### src/rtl/search_pkg.sv
// Shared definitions for the binary-search converter datapath and its consumers.
package search_pkg;
    localparam int SEARCH_DATA_W    = 8;
    localparam int SEARCH_FRAME_LEN = 8;

    typedef logic [SEARCH_DATA_W-1:0] search_res_t;
endpackage

### src/rtl/search_avg_window.sv
// Sliding window over the last 2^LOG2_DEPTH converter results: ring buffer,
// write pointer, fill counter and running sum, with a one-cycle "window full" update pulse.
module search_avg_window
    import search_pkg::*;
#(
    parameter int DATA_W     = SEARCH_DATA_W,
    parameter int LOG2_DEPTH = 2
) (
    input  logic                           clk,
    input  logic                           rst,
    input  logic [DATA_W-1:0]              res_in,
    input  logic                           res_stb,
    output logic [DATA_W+LOG2_DEPTH-1:0]   sum,
    output logic                           upd
);
    localparam int DEPTH = 1 << LOG2_DEPTH;
    localparam int SUM_W = DATA_W + LOG2_DEPTH;
    localparam logic [LOG2_DEPTH:0] FULL = (LOG2_DEPTH+1)'(DEPTH);

    logic [DATA_W-1:0]     ring_reg [DEPTH];
    logic [LOG2_DEPTH-1:0] wr_ptr_reg;
    logic [LOG2_DEPTH:0]   fill_reg;
    logic [LOG2_DEPTH:0]   fill_next;
    logic [SUM_W-1:0]      sum_reg;
    logic [SUM_W-1:0]      sum_next;
    logic [DATA_W-1:0]     oldest;
    logic                  upd_reg;

    // Entries are cleared on reset so the evicted value reads as 0 during warm-up.
    for (genvar gi = 0; gi < DEPTH; gi++) begin : g_ring
        always_ff @(posedge clk) begin
            if (rst) begin
                ring_reg[gi] <= '0;
            end else if (res_stb && (wr_ptr_reg == LOG2_DEPTH'(gi))) begin
                ring_reg[gi] <= res_in;
            end
        end
    end

    always_comb begin
        oldest    = ring_reg[wr_ptr_reg];
        fill_next = (fill_reg == FULL) ? fill_reg : fill_reg + 1'b1;
        // Modular arithmetic: the true result always fits in SUM_W bits.
        sum_next  = sum_reg + SUM_W'(res_in) - SUM_W'(oldest);
    end

    always_ff @(posedge clk) begin
        if (rst) begin
            wr_ptr_reg <= '0;
            fill_reg   <= '0;
            sum_reg    <= '0;
            upd_reg    <= 1'b0;
        end else begin
            upd_reg <= 1'b0;
            if (res_stb) begin
                wr_ptr_reg <= wr_ptr_reg + 1'b1;
                fill_reg   <= fill_next;
                sum_reg    <= sum_next;
                upd_reg    <= (fill_next == FULL);
            end
        end
    end

    assign sum = sum_reg;
    assign upd = upd_reg;
endmodule

### src/rtl/search_result_filter.sv
// Windowed truncated mean of converter results with valid/ready output and sticky overrun.
// Optional running min/max tracking is enabled by defining SEARCH_FILTER_MINMAX_EN.
module search_result_filter
    import search_pkg::*;
#(
    parameter int DATA_W     = SEARCH_DATA_W,
    parameter int LOG2_DEPTH = 2
) (
    input  logic              clk,
    input  logic              rst,
    input  logic [DATA_W-1:0] res_in,
    input  logic              res_stb,
    output logic [DATA_W-1:0] avg_out,
    output logic              avg_valid,
    input  logic              avg_ready,
    output logic              overrun,
    output logic [DATA_W-1:0] min_out,
    output logic [DATA_W-1:0] max_out
);
    localparam int SUM_W = DATA_W + LOG2_DEPTH;

    logic [SUM_W-1:0]  sum;
    logic              upd;
    logic [DATA_W-1:0] avg_out_reg;
    logic              avg_valid_reg;
    logic              overrun_reg;

    search_avg_window #(
        .DATA_W     (DATA_W),
        .LOG2_DEPTH (LOG2_DEPTH)
    ) u_window (
        .clk     (clk),
        .rst     (rst),
        .res_in  (res_in),
        .res_stb (res_stb),
        .sum     (sum),
        .upd     (upd)
    );

    // A load always wins; it only counts as an overrun when the old value was still unaccepted.
    always_ff @(posedge clk) begin
        if (rst) begin
            avg_out_reg   <= '0;
            avg_valid_reg <= 1'b0;
            overrun_reg   <= 1'b0;
        end else if (upd) begin
            avg_out_reg   <= DATA_W'(sum >> LOG2_DEPTH);
            avg_valid_reg <= 1'b1;
            if (avg_valid_reg && !avg_ready) begin
                overrun_reg <= 1'b1;
            end
        end else if (avg_valid_reg && avg_ready) begin
            avg_valid_reg <= 1'b0;
        end
    end

    assign avg_out   = avg_out_reg;
    assign avg_valid = avg_valid_reg;
    assign overrun   = overrun_reg;

`ifdef SEARCH_FILTER_MINMAX_EN
    logic [DATA_W-1:0] min_reg;
    logic [DATA_W-1:0] max_reg;

    always_ff @(posedge clk) begin
        if (rst) begin
            min_reg <= '1;
            max_reg <= '0;
        end else if (res_stb) begin
            if (res_in < min_reg) min_reg <= res_in;
            if (res_in > max_reg) max_reg <= res_in;
        end
    end

    assign min_out = min_reg;
    assign max_out = max_reg;
`else
    assign min_out = '1;
    assign max_out = '0;
`endif
endmodule

### config.mk
export PLATFORM = sky130hd
export DESIGN_NAME = search_result_filter
export DESIGN_NICKNAME = d
export VERILOG_FILES = /design/src/rtl/search_pkg.sv /design/src/rtl/search_avg_window.sv /design/src/rtl/search_result_filter.sv
export SDC_FILE = /design/constraint.sdc
export NUM_CORES = 1
export LEC_CHECK = 0
export ABC_AREA = 1
export CAP_MARGIN = 30
export CORE_ASPECT_RATIO = 1.2
export CORE_MARGIN = 4
export CORE_UTILIZATION = 40
export DETAILED_ROUTE_END_ITERATION = 10
export PLACE_DENSITY_LB_ADDON = 0.1
export RECOVER_POWER = 25
export SETUP_SLACK_MARGIN = 0.2
export SYNTH_ARGS = -nofsm -noshare
export SYNTH_HDL_FRONTEND = slang
export SYNTH_SLANG_ARGS = --single-unit
export TNS_END_PERCENT = 30
### constraint.sdc
create_clock -name clk -period 3.1 [get_ports clk]
set_clock_uncertainty 0.2 [all_clocks]
set_input_delay 0.465 -clock clk [delete_from_list [all_inputs] [get_ports clk]]
set_output_delay 0.465 -clock clk [all_outputs]
set_load 0.02 [all_outputs]
==> results of run 1 <==
[layout make-up]
cell class	instances	area, µm²	share of cell area, %
clock inverter	4	25.0	0.637
sequential	60	1520	38.8
timing repair buffer	32	304	7.74
clock buffer	12	155	3.95
tap	92	115	2.93
inverter	63	240	6.12
multi-input combinational	241	1560	39.8
[kinds of logic after synthesis]
group / share of synthesized area (%)
AOI/OAI and AO/OA: 12.2
and+or+nand+nor: 15.3
adders and majority gates: 11.1
other: 0.231
buffers and inverters: 13.1
DFF: 46.7
xor gates and xnor gates: 1.35
[placed cells by master, fill, tap and decap left out, types with 3 or more instances in the layout]
cell / synthesis / layout
fa_1: 8 / 6
o21ai_0: 33 / 28
clkdlybuf4s50_1: 0 / 19
ha_1: 16 / 8
clkbuf_1: 0 / 3
o22ai_2: 0 / 5
edfxtp_1: 32 / 32
o22ai_1: 8 / 3
buf_4: 17 / 4
clkbuf_8: 2 / 11
dfxtp_1: 28 / 26
nand3_1: 16 / 14
ha_4: 0 / 7
o21ai_2: 1 / 4
a21oi_1: 27 / 25
nor2_1: 58 / 55
conb_1: 2 / 16
inv_1: 63 / 60
nor2_2: 1 / 4
xor2_1: 3 / 3
clkinvlp_4: 0 / 3
buf_6: 0 / 5
nand2_2: 1 / 7
nand2_1: 42 / 36
[report_power, final]
part           internal [mW]  total [mW]  switching (mW)
clock network          0.331       0.635           0.304
logic                  0.508        1.19           0.679
registers              0.909       0.936          0.0275
total                   1.75        2.76            1.01
[cells in the mapped netlist (all sizes together), types with 2 or more instances]
cell    number
inv         63
nor2        59
nand2       43
o21ai       34
edfxtp      32
a21oi       28
dfxtp       28
buf         23
nand3       17
ha          16
fa           8
o22ai        8
clkbuf       3
xor2         3
conb         2
o21a         2
xnor2        2
[per-layer routing]
metal  share of wire, %  track usage (%)
met1                 44             17.7
met2                 50             25.9
met3                3.6             2.74
met4                2.7             8.10
met5                  0                0
[final timing paths]
| kind | from | to | depth (start not counted) |
|---|---|---|---|
| max reg2reg | flip-flop | u_window.sum[7] | 15 |
| max | flip-flop | u_window.sum[7] | 15 |
| min reg2reg | overrun | overrun | 1 |
| min | overrun | overrun | 1 |
[per-stage QoR]
stage	util (%)	instance area [µm²]	hold WS, ps	setup WS (ps)
finish	50.4	3930	261	270
global route	50.4	3930	301	135
CTS	47.5	3700	268	184
detailed placement	44.8	3490	259	58.3
global placement	44.8	3490	250	74.5
floorplan	-	3310	239	491
[what timing repair did]
item | 4_1_cts | 5_1_grt
endpoints found under the setup margin | 5 | 7
hold buffers | 0 | 0
resized for setup | 4 | 49
buffers inserted | 2 | 3
pin swaps | 1 | 16
==> qor.yml, run 1 <==
status: "finished clean"
num_antenna_cells: 0
dr.pass1.iters: 4
hold_viol_final: 0
setup_viol: 0
ys_ff_latch: 60
ir_drop_v: 0.000421
slowest_delay_ps: 550
worst_setup_path_start_kind: "flip-flop"
ios: 38
antenna_found_initial: 0
drv_cap: 0
cts_sinks: 60
clk_latency_ps: 330
layout-drive-gt1-share_pct: 16.0
dr_total_vias: 2415
cpMostUsedCell: "nand2_1"
drtIter0Drc: 118
grt_pass1_wl_um: 11300
totalPowerFinal_mw: 2.76
fin_setup_tns_ps: 0
slowest_stage: "fa_1"
area_growth_pct: 20.6
start_util_pct: 41.8
grt_use_total_pct: 15.0
slew_headroom_pct: 58.8
netlist-cell-type-count: 29
yosys.area.top_type: "edfxtp_1"
die_width_um: 90.4
crit_family: "adder cells"
drc: 0
synth-main-ff-cell: "edfxtp_1"
h-tree-depth: 3
rsz0062_at_grt: "true"
coreArea_mm2: 0.00779
hold_class: "flip-flop to flip-flop"
synth_edf_count: 32
path_class: "flip-flop to flip-flop"
port-buffer-count: 21
yosysWarningCount: 0
p_leak_nw: 1.73
antenna_left: 0
gp_routability_congestion: 0.901
synthCells: 376
routed_via_density: 4.79
ys_seq_area_share_pct: 46.7
fill_cells: 729
routed_wl_um: 7070
tightest_slew_ps: 618
avgSynthCellArea_um2: 8.66
layout.cells.non_filler: 504
synth_area_mm2: 0.00326
grt_max_degree: 23
cts_tree: "done"
powerDensity_mw_per_mm2: 702
worstPathMaxFanout: 8
dp_cells: 483
crit_path_end_kind: "flip-flop"
arrival_ps: 2870
r2r_slack_ps: 270
root_buffer: "clkbuf_8"
routedWlPerCell_um: 14.0
grt_pass1_vias: 2330
cts_made_buffers: 9
overflow: 0
dp_hpwl_um: 4940
path_cells: "clkinvlp_4 > buf_6 > o21ai_2 > o22ai_2 > fa_1 > inv_2 > ha_4 > a21oi_4 > nor2_1 > nor2_1 > nand2_1 > nand2_1 > nand3_1 > nand2_1 > inv_1"
die_h_um: 107
largest_reg_flops: 32
rows: 35
fin_crit_ps: 2830
worstPathRequired_ps: 3140
path_clk_slew_ps: 70
synth_top_area_share_pct: 29.5
final_nets: 443
slew_violations: 0
finalCritPeriodShare_pct: 91.3
fmax_mhz: 353
async_reset_ff_share_pct: 0
clockBufferDepth: 2
die_area_mm2: 0.00965
cp.buffers_inverters: 4
synth_area_leaders: "edfxtp_1 (30%), dfxtp_1 (17%), inv_1 (7.3%), nor2_1 (6.7%), ha_1 (6.1%)"
No activity file was read; power rests on OpenSTA's default activity.
==> run 2, diff against run 1 <==
--- a/config.mk
+++ b/config.mk
@@ -5,11 +5,12 @@
 export SDC_FILE = /design/constraint.sdc
 export NUM_CORES = 1
 export LEC_CHECK = 0
-export ABC_AREA = 1
 export CAP_MARGIN = 30
+export CELL_PAD_IN_SITES_DETAIL_PLACEMENT = 0
+export CELL_PAD_IN_SITES_GLOBAL_PLACEMENT = 2
 export CORE_ASPECT_RATIO = 1.2
 export CORE_MARGIN = 4
-export CORE_UTILIZATION = 40
+export CORE_UTILIZATION = 37
 export DETAILED_ROUTE_END_ITERATION = 10
 export PLACE_DENSITY_LB_ADDON = 0.1
 export RECOVER_POWER = 25
==> run 2 against run 1 <==
Against the previous run:
- the flow now finishes with violations (negative setup slack)
- critical path depth shrank 5
- largest power group unchanged
- synthesized cell count shrank 16%
- flip-flop and latch count is the same
- worst hold slack gained 7.1 ps
- combinational power grew 15%
- sequential power grew 5.7%
- final area grew 3.4%
- largest cell class unchanged
- global-route usage shrank 0.43 points
- setup slack lost 330 ps
- utilization shrank 3.7 points
- wire length grew 1.2%
==> qor.yml, run 2 <==
status: "finished, violations left"
violations: "negative setup slack"
p_int_mw: 1.98  # +13%
synth_area_mm2: 0.00334  # +2.6%
slew_violations: 0  # unchanged
grt_use_total_pct: 14.6  # -0.43 points
dp_hpwl_um: 5030  # +1.8%
r2r-end: "u_window.sum[8]"
clockPowerShare_pct: 23.2  # +0.2 points
ys_seq_area_share_pct: 45.5  # -1.2 points
die_width_um: 94.7  # +4.9%
final_cell_mix: "inv_1 (37), edfxtp_1 (32), nor3_1 (29)"
cts_tree: "done"
area_growth_pct: 21.6
start_util_pct: 38.4  # -3.4 points
p_leak_nw: 1.61  # -7.4%
synth-main-ff-cell: "edfxtp_1"
slew_headroom_pct: 55.0  # -3.8 points
cts_sinks: 60  # unchanged
arrival_ps: 3160  # +290 ps
fin_ws_ps: -57.0  # -327 ps
routed_wl_um: 7150  # +1.2%
hold_end: "overrun"
path_class: "flip-flop to flip-flop"
layout-drive-gt1-share_pct: 19.3  # +3.3 points
routedWlPerCell_um: 14.9  # +6.5%
drc: 0  # unchanged
num_antenna_cells: 0  # unchanged
root_buffer: "clkbuf_8"
path_cells: "buf_12 > mux4_2 > fa_1 > inv_2 > ha_4 > nor2b_4 > o31a_1 > o41ai_4 > mux2i_1 > nor4_2"
die_area_mm2: 0.0106  # +10%
fin_crit_ps: 3160  # +327 ps
crit_family: "multiplexers"
seqPwrFrac_pct: 32.2  # -1.7 points
async_reset_ff_share_pct: 0  # unchanged
gp_routability_congestion: 0.745  # -17%
cp.buffers_inverters: 2  # -2
die_h_um: 112  # +4.9%
overflow: 0  # unchanged
worstPathRequired_ps: 3100  # -40 ps
reg2regPathDepth: 10  # -5
synthCells: 314  # -16%
drv_cap: 0  # unchanged
antenna_left: 0  # unchanged
worst_setup_path_start_kind: "flip-flop"
synth.most_common_cell: "inv_1"
final_nets: 393  # -11%
largest_reg_flops: 32  # unchanged
hold_viol_final: 0  # unchanged
setup_viol: 2  # +2
fmax_mhz: 317  # -10%
tightest_slew_ps: 674  # +56.5 ps
powerDensity_mw_per_mm2: 755  # +7.6%
yosysWarningCount: 0  # unchanged
ys_ff_latch: 60  # unchanged
synth_top_area_share_pct: 28.8  # -0.75 points
slowest_delay_ps: 520  # -30 ps
cp.depth: 10  # -5
clk_latency_ps: 340  # about the same
dr_total_vias: 2298  # -4.8%
crit_path_end_kind: "flip-flop"
ios: 38  # unchanged
netlist-cell-type-count: 43  # +48%
h-tree-depth: 3  # unchanged
slowest_stage: "mux4_2"
avgSynthCellArea_um2: 10.6  # +23%
totalPowerFinal_mw: 3.07  # +11%
swShare_pct: 35.4  # -1.2 points
grt_pass1_vias: 2301  # -1.2%
path_clk_slew_ps: 80  # about the same
r2r_slack_ps: -60  # -330 ps
grt_max_degree: 64  # +180%
routed_via_density: 4.80  # +0.12%
final_common_cell: "inv_1"
synth_area_leaders: "edfxtp_1 (29%), dfxtp_1 (17%), ha_1 (6.0%), mux4_2 (5.4%), mux2i_1 (5.1%)"
cts_made_buffers: 9  # unchanged
clockBufferDepth: 2  # unchanged
rsz0062_at_grt: "true"
power.switching_mw: 1.09  # +7.6%
post-place-ws_ps: -153  # -211 ps
port-buffer-count: 21  # unchanged
dr.pass1.iters: 4  # unchanged
finalCritPeriodShare_pct: 102  # +11 points
min_from: "overrun"
antenna_found_initial: 0  # unchanged
ys_top_cells_by_count: "inv_1 (39), edfxtp_1 (32), nor3_1 (29), dfxtp_1 (28), nor2_1 (26)"
yosys.area.top_type: "edfxtp_1"
worstPathMaxFanout: 8  # unchanged
coreArea_mm2: 0.00870  # +12%
ir_drop_v: 0.000282  # -33%
synth_edf_count: 32  # unchanged
drtIter0Drc: 55  # -53%
pwr-share-comb_pct: 44.6  # +1.6 points
grt_pass1_wl_um: 11800  # +4.4%
hold_class: "flip-flop to flip-flop"
rows: 37  # +5.7%
min_path_cells: 2  # +1
ctsHoldBuffers: 0  # unchanged
## run 2: cell count changes after synthesis, sizes merged, moves of 13 or more
cell,previous run,this run
nand3,17,4
a21oi,28,10
o21ai,34,3
nand2,43,14
mux2i,0,17
inv,63,39
nor3,0,29
nor2,59,26
## run 2: through the flow
step	utilization, %	instance area [µm²]	std cells	hold WS (ps)	TNS [ps]
final	46.7	4060	479	269	-110
after global routing	46.7	4060	479	305	-528
after CTS	46.2	4020	478	276	-218
after detailed placement	43.6	3790	460	257	-483
after global placement	43.6	3790	460	260	-443
after floorplan	-	3420	328	256	0
## run 2: final cells by class
cell class              count  area, µm²
fillers                   884       4640
multi-input cells         198       1620
flip-flops and latches     60       1520
repair buffers             48        422
inverters                  40        150
well taps                 117        146
clock buffers               9        124
clock inverters             7       75.1
## run 2: kinds of logic (layout without fill, tap and decap cells)
| group | Yosys count | after routing | share of synthesized area [%] |
|---|---|---|---|
| other | 2 | 16 | 0.225 |
| XOR/XNOR | 4 | 4 | 1.05 |
| multiplexers | 27 | 27 | 11.2 |
| AO/OA/AOI/OAI | 30 | 30 | 6.44 |
| AND/OR/NAND/NOR | 97 | 97 | 15.0 |
| flip-flops | 60 | 60 | 45.5 |
| buffers and inverters | 70 | 104 | 9.78 |
| adder cells (fa/ha/maj) | 24 | 24 | 10.8 |
## run 2: worst reg2reg max path, delay by kind of cell, from the launching register on
kind	cells	cell delay, ps
AOI/OAI and AO/OA	2	560
and+or+nand+nor	2	190
DFF	1	340
muxes	2	790
buffers and inverters	2	190
adders and majority gates	2	750
## run 2: worst max-delay path by stage
stage          startpoint         endpoint  slack, ps
2_1_floorplan   flip-flop  u_window.sum[8]        110
5_1_grt         flip-flop  u_window.sum[9]       -180
6_report        flip-flop  u_window.sum[8]        -60
4_1_cts         flip-flop  u_window.sum[8]       -110
3_3_place_gp    res_in[1]  u_window.sum[9]       -130
3_5_place_dp    res_in[1]  u_window.sum[9]       -150
## run 2: repair_timing
action                     CTS  global route
setup endpoints to repair    7             7
buffers inserted             2             1
gates resized for setup      6            10
pin swaps                    7             8
## run 2: power by group through the flow
stage          combinational, mW  sequential [mW]  clock [mW]
2_1_floorplan              0.910            0.982           0
3_3_place_gp                1.23             1.01           0
3_5_place_dp                1.24             1.01           0
4_1_cts                     1.28            0.990       0.732
5_1_grt                     1.53             1.00       0.763
6_report                    1.37            0.989       0.711
## run 2: routing by layer
layer,global-route usage [%],vias up,part of all wire (%)
li1,-,1152,-
met1,18.7,1089,45
met2,23.8,43,49
met3,3.89,14,3.6
met4,4.72,0,1.8
met5,0,-,0
==> run 3, diff against run 2 <==
--- a/config.mk
+++ b/config.mk
@@ -14,7 +14,6 @@
 export DETAILED_ROUTE_END_ITERATION = 10
 export PLACE_DENSITY_LB_ADDON = 0.1
 export RECOVER_POWER = 25
-export SETUP_SLACK_MARGIN = 0.2
 export SYNTH_ARGS = -nofsm -noshare
 export SYNTH_HDL_FRONTEND = slang
 export SYNTH_SLANG_ARGS = --single-unit
==> constraint.sdc (replaced) <==
create_clock -name clk -period 3.4 [get_ports clk]
set_clock_uncertainty 0.2 [all_clocks]
set_input_delay 0.51 -clock clk [delete_from_list [all_inputs] [get_ports clk]]
set_output_delay 0.51 -clock clk [all_outputs]
set_load 0.01 [all_outputs]
==> run 3 against run 2 <==
Against the previous run:
- fmax decreased by 3.3%
- wire length decreased by 4.2%
- combinational power decreased by 28%
- first-iteration DRC count decreased by 1.8%
- register-to-register slack improved by 190 ps
- flip-flop and latch count unchanged
- the flow now finishes without violations
==> qor.yml, run 3 (same netlist as run 2, synthesis figures left out) <==
slowest_stage: "mux4_2"
min_from: "overrun"
hold_viol_final: 0  # unchanged
num_antenna_cells: 0  # unchanged
post_cts_resized: 0  # -6
die_width_um: 94.7  # unchanged
reg2regPathDepth: 10  # unchanged
cts_sinks: 60  # unchanged
drc: 0  # unchanged
gp_routability_congestion: 0.704  # -5.5%
totalPowerFinal_mw: 2.62  # -15%
r2r_slack_ps: 130  # +190 ps
cts_made_buffers: 9  # unchanged
hold_class: "flip-flop to flip-flop"
path_clk_slew_ps: 70  # about the same
rows: 37  # unchanged
fmax_mhz: 306  # -3.3%
antenna_left: 0  # unchanged
dr_total_vias: 2206  # -4.0%
p_leak_nw: 1.56  # -3.1%
routed-wl-met3_um: 260  # unchanged
finalCritPeriodShare_pct: 96.0  # -5.8 points
antenna_found_initial: 0  # unchanged
arrival_ps: 3260  # +100 ps
layout-drive-gt1-share_pct: 11.8  # -7.6 points
post_cts_buffers: 0  # -2
path_cells: "buf_12 > mux4_2 > fa_1 > inv_1 > ha_1 > nor2b_4 > o31a_1 > o41ai_4 > mux2i_1 > nor4_2"
final_nets: 379  # -3.6%
slew_violations: 0  # unchanged
routed_via_density: 4.74  # -1.1%
routed_wl_um: 6850  # -4.2%
slew_headroom_pct: 54.2  # -0.79 points
hold_end: "overrun"
worst_setup_path_start_kind: "flip-flop"
fin_setup_tns_ps: 0  # +110 ps
grt_use_total_pct: 13.9  # -0.72 points
r2r-end: "u_window.sum[8]"
tightest_slew_ps: 686  # +11.8 ps
final_common_cell: "inv_1"
die_area_mm2: 0.0106  # unchanged
clockBufferDepth: 2  # unchanged
ios: 38  # unchanged
coreArea_mm2: 0.00870  # unchanged
overflow: 0  # unchanged
die_h_um: 112  # unchanged
cts_tree: "done"
wl_met2_um: 3250  # -7.6%
status: "finished clean"
worstPathMaxFanout: 8  # unchanged
routed.top_layer: "met4"
drtIter0Drc: 54  # -1.8%
port-buffer-count: 21  # unchanged
fin_ws_ps: 135  # +192 ps
drv_cap: 0  # unchanged
root_buffer: "clkbuf_8"
post-place-ws_ps: 11.8  # +164 ps
area_growth_pct: 16.6
clk_latency_ps: 340  # about the same
final_cell_mix: "inv_1 (39), edfxtp_1 (32), nor3_1 (29)"
worstPathRequired_ps: 3400  # +300 ps
min_path_cells: 2  # unchanged
cp.buffers_inverters: 2  # unchanged
crit_path_end_kind: "flip-flop"
grt_max_degree: 64  # unchanged
ctsHoldBuffers: 0  # unchanged
powerDensity_mw_per_mm2: 672  # -11%
crit_family: "adder cells"
hold_ws_ps: 278  # +9.35 ps
rsz0062_at_grt: "false"
routedWlPerCell_um: 14.7  # -1.3%
dr.pass1.iters: 4  # unchanged
ir_drop_v: 0.000267  # -5.3%
fin_crit_ps: 3270  # +108 ps
h-tree-depth: 3  # unchanged
slowest_delay_ps: 520  # about the same
grt_pass1_wl_um: 11200  # -5.1%
fin_util_pct: 44.8  # -1.9 points
grt_pass1_vias: 2204  # -4.2%
setup_viol: 0  # -2
start_util_pct: 38.4  # unchanged
path_class: "flip-flop to flip-flop"
dp_hpwl_um: 4790  # -4.7%
m1WireLength_um: 3250  # about the same
largest_reg_flops: 32  # unchanged
run 3: final cells by class:
cell class | count | area (µm²)
repair buffers | 34 | 304
well taps | 117 | 146
clock buffers | 9 | 124
inverters | 40 | 150
flip-flops and latches | 60 | 1520
clock inverters | 7 | 98.8
multi-input cells | 198 | 1550
fillers | 876 | 4810
run 3: worst min-delay path: stages, from the launching register on:
cell	delay [ps]
dfxtp_1	330
a21oi_1	40
nor2_1	70
run 3: worst max-delay path by stage:
| stage | from | end | slack, ps | cells past startpoint |
|---|---|---|---|---|
| floorplan | flip-flop | u_window.sum[8] | 240 | 10 |
| global placement | res_in[1] | u_window.sum[9] | 50 | 10 |
| detailed placement | res_in[1] | u_window.sum[9] | 10 | 10 |
| CTS | flip-flop | u_window.sum[9] | 50 | 10 |
| global route | flip-flop | u_window.sum[6] | 20 | 9 |
| finish | flip-flop | u_window.sum[8] | 130 | 10 |
run 3: power by group:
part,internal [mW],leakage (nW),switching (mW),total (mW)
sequential,0.846,0.565,0.0561,0.902
combinational,0.446,0.880,0.539,0.986
clock,0.418,0.112,0.314,0.731
total,1.71,1.56,0.909,2.62
run 3: layer usage:
metal / up-vias / track usage (%)
li1: 1117 / -
met1: 1041 / 18.7
met2: 43 / 21.7
met3: 5 / 3.28
met4: 0 / 4.91
met5: - / 0
run 3: stage by stage:
stage,instances,instance area (µm²)
after floorplan,328,3390
after detailed placement,449,3680
after CTS,465,3900
final,465,3890
after global routing,465,3890
after global placement,449,3680
